## src/rtl/cia_timer_gen_if.sv

```systemverilog
// cia_timer_gen_if -- register bus between the CIA wrapper and one timer channel.
//
// Signals:
//   wr        bus write strobe (0 = read)
//   tsel      one-hot timer byte select, bit i = counter/latch bits [8i+7:8i]
//   tcr       control register select
//   data_in   write data
//   data_out  read data from the timer (0 when nothing is selected or wr=1)
//
// Modports: master = register decoder / bench, slave = timer channel.
interface cia_timer_gen_if #(
  parameter int TMR_BYTES = 2
);
  logic                 wr;
  logic [TMR_BYTES-1:0] tsel;
  logic                 tcr;
  logic [7:0]           data_in;
  logic [7:0]           data_out;

  modport master (output wr, tsel, tcr, data_in, input data_out);
  modport slave  (input wr, tsel, tcr, data_in, output data_out);
endinterface

```

## src/rtl/cia_timer_gen.sv

```systemverilog
// cia_timer_gen -- generalised CIA interval timer channel.
//
// A down-counter of 8*TMR_BYTES bits with per-byte reload latches, a control
// register and four count sources (E-clock, CNT rising edge, cascade
// underflow, cascade underflow gated by CNT). Underflow reloads the counter,
// pulses irq/ovf and optionally drives PB in pulse or toggle form.
//
// Ports:
//   clk, reset   clock and synchronous active-high reset (sampled on clk7_en)
//   clk7_en      7 MHz enable; every register advances only when high
//   bus          register bus (cia_timer_gen_if.slave)
//   eclk         E-clock count pulse
//   cnt          CNT pin level (already synchronised)
//   cas_ovf      underflow pulse of the preceding timer
//   irq, ovf     underflow pulse (combinational)
//   pb_out       PB pin drive value
//
// Optional build macro: CIA_TIMER_READLATCH_EN -- reading the top byte
// snapshots the lower counter bytes so multi-byte reads are coherent.
module cia_timer_gen #(
  parameter int TMR_BYTES   = 2,
  parameter bit LOAD_ON_TOP = 1'b1
) (
  input  logic            clk,
  input  logic            reset,
  input  logic            clk7_en,
  cia_timer_gen_if.slave  bus,
  input  logic            eclk,
  input  logic            cnt,
  input  logic            cas_ovf,
  output logic            irq,
  output logic            ovf,
  output logic            pb_out
);
  localparam int W   = 8 * TMR_BYTES;
  localparam int TOP = TMR_BYTES - 1;

  // ctrl_reg: [0] START [1] PBON [2] OUTMODE [3] RUNMODE [4] unused(0) [6:5] INMODE
  logic [W-1:0]         counter_reg;
  logic [7:0]           latch_reg [TMR_BYTES];
  logic [6:0]           ctrl_reg;
  logic [6:0]           ctrl_next;
  logic                 toggle_reg;
  logic                 cnt_d_reg;
  logic                 forceload_reg;
  logic                 topload_reg;

  logic [W-1:0]         latch_val;
  logic [W-1:0]         rd_src;
  logic [7:0]           rd_byte [TMR_BYTES];
  logic [7:0]           data_rd;
  logic [TMR_BYTES-1:0] byte_wr;
  logic                 tcr_wr;
  logic                 top_wr;
  logic                 count_en;
  logic                 underflow;
  logic                 load;

  assign tcr_wr = bus.wr & bus.tcr;
  assign top_wr = byte_wr[TOP];

  // Count source selected by INMODE.
  always_comb begin
    count_en = 1'b0;
    case (ctrl_reg[6:5])
      2'b00:   count_en = eclk;
      2'b01:   count_en = cnt & ~cnt_d_reg;
      2'b10:   count_en = cas_ovf;
      default: count_en = cas_ovf & cnt;
    endcase
  end

  assign underflow = (counter_reg == '0) & ctrl_reg[0] & count_en;
  assign load      = topload_reg | forceload_reg | underflow;
  assign irq       = underflow;
  assign ovf       = underflow;
  assign pb_out    = ctrl_reg[1] & (ctrl_reg[2] ? toggle_reg : underflow);

  // A tcr write overrides the automatic START changes, so a write clearing
  // START in the underflow cycle leaves the timer stopped (but reloaded).
  always_comb begin
    ctrl_next = ctrl_reg;
    if (tcr_wr) begin
      ctrl_next = {bus.data_in[6:5], 1'b0, bus.data_in[3:0]};
    end else if (topload_reg && ctrl_reg[3]) begin
      ctrl_next[0] = 1'b1;
    end else if (underflow && ctrl_reg[3]) begin
      ctrl_next[0] = 1'b0;
    end
  end

  always_ff @(posedge clk) begin
    if (clk7_en) begin
      if (reset) begin
        counter_reg   <= '1;
        ctrl_reg      <= '0;
        toggle_reg    <= 1'b0;
        cnt_d_reg     <= 1'b0;
        forceload_reg <= 1'b0;
        topload_reg   <= 1'b0;
      end else begin
        cnt_d_reg     <= cnt;
        forceload_reg <= tcr_wr & bus.data_in[4];
        topload_reg   <= LOAD_ON_TOP & top_wr & (~ctrl_reg[0] | ctrl_reg[3]);
        ctrl_reg      <= ctrl_next;
        // Load uses the latch contents before any same-cycle latch write.
        if (load) begin
          counter_reg <= latch_val;
        end else if (ctrl_reg[0] && count_en) begin
          counter_reg <= counter_reg - {{(W-1){1'b0}}, 1'b1};
        end
        // START 0->1 presets the toggle; underflow cannot coincide with it
        // because underflow needs START already set.
        if (!ctrl_reg[0] && ctrl_next[0]) begin
          toggle_reg <= 1'b1;
        end else if (underflow) begin
          toggle_reg <= ~toggle_reg;
        end
      end
    end
  end

  // Per-byte latch storage and read select.
  genvar gi;
  generate
    for (gi = 0; gi < TMR_BYTES; gi++) begin : g_byte
      assign byte_wr[gi] = bus.wr & bus.tsel[gi];

      always_ff @(posedge clk) begin
        if (clk7_en) begin
          if (reset) begin
            latch_reg[gi] <= 8'hFF;
          end else if (byte_wr[gi]) begin
            latch_reg[gi] <= bus.data_in;
          end
        end
      end

      assign latch_val[8*gi +: 8] = latch_reg[gi];
      assign rd_byte[gi] = (!bus.wr && bus.tsel[gi]) ? rd_src[8*gi +: 8] : 8'h00;
    end
  endgenerate

`ifdef CIA_TIMER_READLATCH_EN
  generate
    if (TMR_BYTES > 1) begin : g_hold
      logic [W-9:0] hold_reg;

      always_ff @(posedge clk) begin
        if (clk7_en) begin
          if (reset) begin
            hold_reg <= '1;
          end else if (!bus.wr && bus.tsel[TOP]) begin
            hold_reg <= counter_reg[W-9:0];
          end
        end
      end

      assign rd_src = {counter_reg[W-1:W-8], hold_reg};
    end else begin : g_no_hold
      assign rd_src = counter_reg;
    end
  endgenerate
`else
  assign rd_src = counter_reg;
`endif

  // Selects are OR-combined; bit 7 of the control register always reads 0.
  always_comb begin
    data_rd = (!bus.wr && bus.tcr) ? {1'b0, ctrl_reg} : 8'h00;
    for (int i = 0; i < TMR_BYTES; i++) begin
      data_rd = data_rd | rd_byte[i];
    end
  end

  assign bus.data_out = data_rd;
endmodule

```

## src/flat_wrapper.sv

```systemverilog
// flat-port wrapper written by rule: the top's interface ports become plain ports
module cia_timer_gen_flat 
#(
  parameter int TMR_BYTES   = 2,
  parameter bit LOAD_ON_TOP = 1'b1
)
  (clk, reset, clk7_en, eclk, cnt, cas_ovf, irq, ovf, pb_out, bus_wr, bus_tsel, bus_tcr, bus_data_in, bus_data_out);
  cia_timer_gen_if #(.TMR_BYTES(TMR_BYTES)) bus_i ();
  input  logic clk;
  input  logic reset;
  input  logic clk7_en;
  input  logic eclk;
  input  logic cnt;
  input  logic cas_ovf;
  output logic irq;
  output logic ovf;
  output logic pb_out;
  input wire logic [$bits(bus_i.wr)-1:0] bus_wr;
  input wire logic [$bits(bus_i.tsel)-1:0] bus_tsel;
  input wire logic [$bits(bus_i.tcr)-1:0] bus_tcr;
  input wire logic [$bits(bus_i.data_in)-1:0] bus_data_in;
  output wire logic [$bits(bus_i.data_out)-1:0] bus_data_out;
  assign bus_i.wr = bus_wr;
  assign bus_i.tsel = bus_tsel;
  assign bus_i.tcr = bus_tcr;
  assign bus_i.data_in = bus_data_in;
  assign bus_data_out = bus_i.data_out;
  cia_timer_gen #(.TMR_BYTES(TMR_BYTES), .LOAD_ON_TOP(LOAD_ON_TOP)) u_core (.clk(clk), .reset(reset), .clk7_en(clk7_en), .bus(bus_i), .eclk(eclk), .cnt(cnt), .cas_ovf(cas_ovf), .irq(irq), .ovf(ovf), .pb_out(pb_out));
endmodule
```

## config.mk

```make
export PLATFORM = sky130hd
export DESIGN_NAME = cia_timer_gen_flat
export DESIGN_NICKNAME = d
export VERILOG_FILES = /design/src/rtl/cia_timer_gen_if.sv /design/src/rtl/cia_timer_gen.sv /design/src/flat_wrapper.sv
export SDC_FILE = /design/constraint.sdc
export NUM_CORES = 1
export LEC_CHECK = 0
export BUFFER_PORTS_ARGS = -buffer_cell sky130_fd_sc_hd__buf_2
export CORE_ASPECT_RATIO = 1.1
export CORE_MARGIN = 4
export CORE_UTILIZATION = 52
export CTS_CLUSTER_DIAMETER = 80
export DETAILED_ROUTE_END_ITERATION = 8
export GPL_ROUTABILITY_DRIVEN = 0
export GPL_TIMING_DRIVEN = 0
export PLACE_DENSITY_LB_ADDON = 0.15
export SYNTH_ARGS = -nofsm -noshare
export SYNTH_HDL_FRONTEND = slang
export SYNTH_SLANG_ARGS = --single-unit
```

## constraint.sdc

```tcl
create_clock -name clk -period 2.2 [get_ports clk]
set_clock_uncertainty 0.2 [all_clocks]
set_input_delay 0.33 -clock clk [delete_from_list [all_inputs] [get_ports clk]]
set_output_delay 0.33 -clock clk [all_outputs]
set_load 0.01 [all_outputs]
```

# ---- Word-level counts from Yosys, hierarchy flattened
# Memories as Yosys holds them, arrays and structs flattened.
# Index checks and enable logic that the tools add are counted.
dict set report word_totals {
  word_cells 74
  in_bits 18
  output_inout_bits 11
  n_memories 1
  reg_bits 26
  ram_bits 16
}
# name depth width rd rd_ports_with_merged_regs write_ports line
set memory_table {}
lappend memory_table {u_core.latch_reg 2 8 2 0 2 cia_timer_gen.sv:40} ;# logic [7:0] latch_reg [TMR_BYTES];
dict set report classes {
  mux 26
  n_eq_ne 2
  n_bitwise 20
  n_addsub 1
  reduce_logical 17
}
# op n
set ops {}
lappend ops {{2-to-1 mux 16 bit} 2}
lappend ops {{2-to-1 mux 8 bit} 4}
lappend ops {{2-to-1 mux 1 bit} 17}
lappend ops {{zero test 16 bit} 1}
lappend ops {{OR 8 bit} 2}
lappend ops {{subtractor 16 x 1 -> 16 bit (second input constant)} 1}
lappend ops {{AND 1 bit} 10}
lappend ops {{logical AND 1 bit} 7}
lappend ops {{2-to-1 mux 7 bit} 1}
lappend ops {{2-to-1 mux 6 bit} 1}
lappend ops {{AND reduction 2 bit} 3}
lappend ops {{nonzero test 3 bit} 2}
lappend ops {{OR 1 bit} 5}
lappend ops {{NOT 1 bit} 3}
lappend ops {{one-hot mux 1 bit (3 select lines)} 1}
lappend ops {{equality test 2 x 1 -> 1 bit (second input constant)} 1}
lappend ops {{equality test 2 bit (second input constant)} 1}
lappend ops {{zero test 1 bit} 2}
lappend ops {{zero test 2 bit} 1}
lappend ops {{nonzero test 2 bit} 1}

# ---- Logic depth before layout (Yosys ltp)
dict set report logic_depth {
  word_depth 11
  ltp_mapped 8
  ltp_nobuf 7
}

# ---- Worst setup path before layout
# Ideal clock, no wire load.
dict set report synth_path {
  path_kind {register to output}
  start {register u_core.counter_reg[5]}
  end {output ovf}
  n_path_buf 2
  arrival_time_ns 1.815
  stages_incl_launch_ff 7
  required_time_ns 1.670
  path_slack_ns -0.145
  path_cell_list {edfxtp_1 > nor4_4 > nand3_1 > a2111o_1 > clkinv_2 > buf_6 > buf_4}
}
dict set report synth_via {
  elab_chain_len 3
}
# item line
set synth_lines {}
lappend synth_lines {{start: declaration} cia_timer_gen.sv:39} ;# logic [W-1:0] counter_reg;
lappend synth_lines {{start signal: assignment} cia_timer_gen.sv:108} ;# counter_reg <= latch_val;
lappend synth_lines {{start signal: assignment} cia_timer_gen.sv:110} ;# counter_reg <= counter_reg - {{(W-1){1'b0}}, 1'b1};
lappend synth_lines {{zero test 16 bit} cia_timer_gen.sv:73} ;# assign underflow = (counter_reg == '0) & ctrl_reg[0] & count_en;
lappend synth_lines {{AND 1 bit (2 in series)} cia_timer_gen.sv:73}
lappend synth_lines {{end: declaration} flat_wrapper.sv:16} ;# output logic ovf;
# Every way passes these cells.

# ---- Worst setup path after layout
dict set report layout_path {
  start {register u_core.counter_reg[5]}
  end {output pb_out}
}
dict set report layout_via {
  elab_chain_len 5
}
# item line
set layout_lines {}
lappend layout_lines {{zero test 16 bit} cia_timer_gen.sv:73}
lappend layout_lines {{AND 1 bit (2 in series)} cia_timer_gen.sv:73}
lappend layout_lines {{2-to-1 mux 1 bit} cia_timer_gen.sv:77} ;# assign pb_out = ctrl_reg[1] & (ctrl_reg[2] ? toggle_reg : underflow);
lappend layout_lines {{AND 1 bit} cia_timer_gen.sv:77}
lappend layout_lines {{end: declaration} flat_wrapper.sv:17} ;# output logic pb_out;
# Every way passes these cells.

==> results.sh <==
export IMPL_outcome="finished, violations left"
export IMPL_violations="negative setup slack"
export IMPL_start_util_pct=53.78
export IMPL_finalMaxSlewViolations=0
export IMPL_wirelength_mm=5.807
export IMPL_yosysWarnings=0
export IMPL_netlist_area_sq_um=2305
export IMPL_layout_nets=289
export IMPL_drt_pass1_iterations=4
export IMPL_final_period_utilization_pct=116.6
export IMPL_clock_sinks=42
export IMPL_ir_worst_vdd_uv=605.1
export IMPL_clkTransAtPathRegs_ps=80
export IMPL_vias=1874
export IMPL_drc_errors=0
export IMPL_setup_worst_path_start="u_core.counter_reg[5]"
export IMPL_timing_fmax_mhz=389.8
export IMPL_cts_tree="done"
export IMPL_crit_path_start_kind="flop"
export IMPL_avgRoutedWirePerCell_um=17.92
export IMPL_fillers=314
export IMPL_final_cell_area_sq_um=2888
export IMPL_synth_top_flop_cell="edfxtp_1"
export IMPL_grt_pass1_wl_mm=9.377
export IMPL_finalCriticalPeriod_ps=2566
export IMPL_cp_max_fo=3
export IMPL_antenna_cells=0
export IMPL_final_layout_size_suffix_gt1_share_pct=33.33
export IMPL_async_reset_ff_share_pct=0
export IMPL_fin_ws_ps=-365.7
export IMPL_syn_num_nets=238
export IMPL_synth_top_area_share_pct=54.72
export IMPL_utilization_pct=67.39
export IMPL_hp_class="input pin to flop"
export IMPL_ctsHoldBuffers=0
export IMPL_num_rows=25
export IMPL_crit_type="flop to output port"
export IMPL_htreeDepth=2
export IMPL_core_area_sq_um=4285
export IMPL_numCtsBuffers=5
export IMPL_grt_start_max_net_pins=17
export IMPL_clock_path_buffers=2
export IMPL_r2r_start="u_core.counter_reg[5]"
export IMPL_via_per_inst=5.784
export IMPL_fp_dieH_um=77.83
export IMPL_ys_seq_area_share_pct=54.72
export IMPL_place_port_buffers=28
export IMPL_r2r_setup_slack_ps=-290
export IMPL_multi_input_area_sq_um=1059
export IMPL_clock_root_buffer="clkbuf_8"
export IMPL_leakagePower_nw=1.039
export IMPL_dieArea_sq_um=5563
export IMPL_syn_to_final_growth_pct=25.30
export IMPL_fp_dieW_um=71.48
export IMPL_syn_inst=218
export IMPL_clk_latency_ps=300
export IMPL_worstPathArrival_ps=2040
export IMPL_grt_antenna_before_repair=0
export IMPL_grtUsageTotal_pct=22.14
export IMPL_postSynthAreaPerCell_sq_um=10.57
export IMPL_hold_ws_ps=108.4
export IMPL_power_density_nw_per_um2=642.0
export IMPL_slew_headroom_pct=48.96
export IMPL_drt_initial_drc_count=222
export IMPL_gr_total_overflow=0
export IMPL_synthTopCellsByArea="edfxtp_1, or2_2, xnor2_1, nand2_1, o21ai_0"
export IMPL_cp_end_kind="output port"
export IMPL_grt_pass1_vias=1882
export IMPL_ant_nets=0
export IMPL_tightest_slew_ps=758.8
export IMPL_io_pins=29
export IMPL_synth_cell_types=39
export IMPL_ys_ff_latch=42
export IMPL_finalSetupViolCount=21
export IMPL_seqCellArea_sq_um=1261
export IMPL_dp_hpwl_mm=3.999
export IMPL_rsz0062_at_grt="yes"
export IMPL_min_delay_start="bus_data_in[7]"
export IMPL_synth_edf_count=42
export IMPL_max_cap_violations=0
export IMPL_required_ps=1670
export IMPL_final_hold_viol_count=0
export IMPL_yosys_area_top_type="edfxtp_1"
export IMPL_placed_area_sq_um=2512
[power breakdown]
part           switching, mW  internal [mW]  leakage [nW]
sequential            0.0537          0.950         0.410
clock                  0.264          0.334        0.0579
combinational          0.145          0.108         0.571
total                  0.462           1.39          1.04
[worst max-delay path, cell delays in order (launching register included)]
cell	delay [ps]
edfxtp_1	440
nor4_4	310
nand3_1	110
a2111o_1	480
o21ai_1	140
and2_1	130
buf_2	120
[cells by family after synthesis]
group,count (synthesis),synth area share [%]
AND/OR/NAND/NOR,90,21.12
AO/OA/AOI/OAI,55,14.88
flip-flops,42,54.72
buffers and inverters,16,3.257
XOR/XNOR,13,4.940
adder cells (fa/ha/maj),2,1.086
[cell type report]
type,instances,share of cell area (%)
Buffer,10,2.383
Sequential cell,42,43.67
Inverter,6,0.9532
Multi-Input combinational cell,160,36.66
Timing Repair Buffer,44,10.23
Clock buffer,5,2.383
Clock inverter,3,1.386
Tap cell,54,2.340
[through the flow]
stage	TNS (ps)	setup WS (ps)	total power [mW]	std cells
after floorplan	-1244	-144.8	1.139	218
after global placement	-8303	-513.4	1.227	300
after detailed placement	-9312	-534.4	1.232	300
after CTS	-4186	-376.2	1.846	323
after global routing	-5685	-438.7	1.940	324
final	-4470	-365.7	1.854	324
[path summary, 6_finish.rpt]
kind | endpoint | cells after the start
worst max-delay path | pb_out | 6
worst min-delay path | u_core.latch_reg[0][7] | 2
worst max register to register | u_core.counter_reg[11] | 8
worst min register to register | u_core.counter_reg[13] | 2
[Yosys cell counts (3+ instances only)]
library cell / count
or2_2: 17
inv_1: 5
o211ai_1: 4
nand3_1: 6
o21ai_1: 4
clkbuf_1: 5
nand2_1: 23
nor2_1: 6
xnor2_1: 11
o21ai_0: 15
nand4_1: 4
edfxtp_1: 42
a22oi_1: 6
a21oi_1: 14
nor3_1: 14
nor2b_1: 11
o31a_1: 3
[metal layers]
layer | part of all wire [%] | GRT usage [%] | vias to the layer above
met5 | 0 | 0 | -
met2 | 50 | 35.75 | 68
met4 | 1.8 | 9.023 | 0
li1 | - | - | 907
met3 | 6.0 | 4.145 | 11
met1 | 42 | 29.09 | 888
[layout by cell type, fill, tap and decap left out, types with 8 or more instances in the layout]
cell type,n
edfxtp_1,42
buf_2,28
nand2_1,22
or2_2,17
nor3_1,13
buf_4,12
nor2b_1,11
xnor2_1,11
o21ai_0,9
o21ai_1,9
a21oi_2,8
[repair_timing]
action                                  CTS  global route
endpoints found under the setup margin   37            37
setup buffers                            14             1
cloned                                    1             1
gates resized for setup                  25            14
pin swaps                                 5             1
No activity file was read; power rests on OpenSTA's default activity.
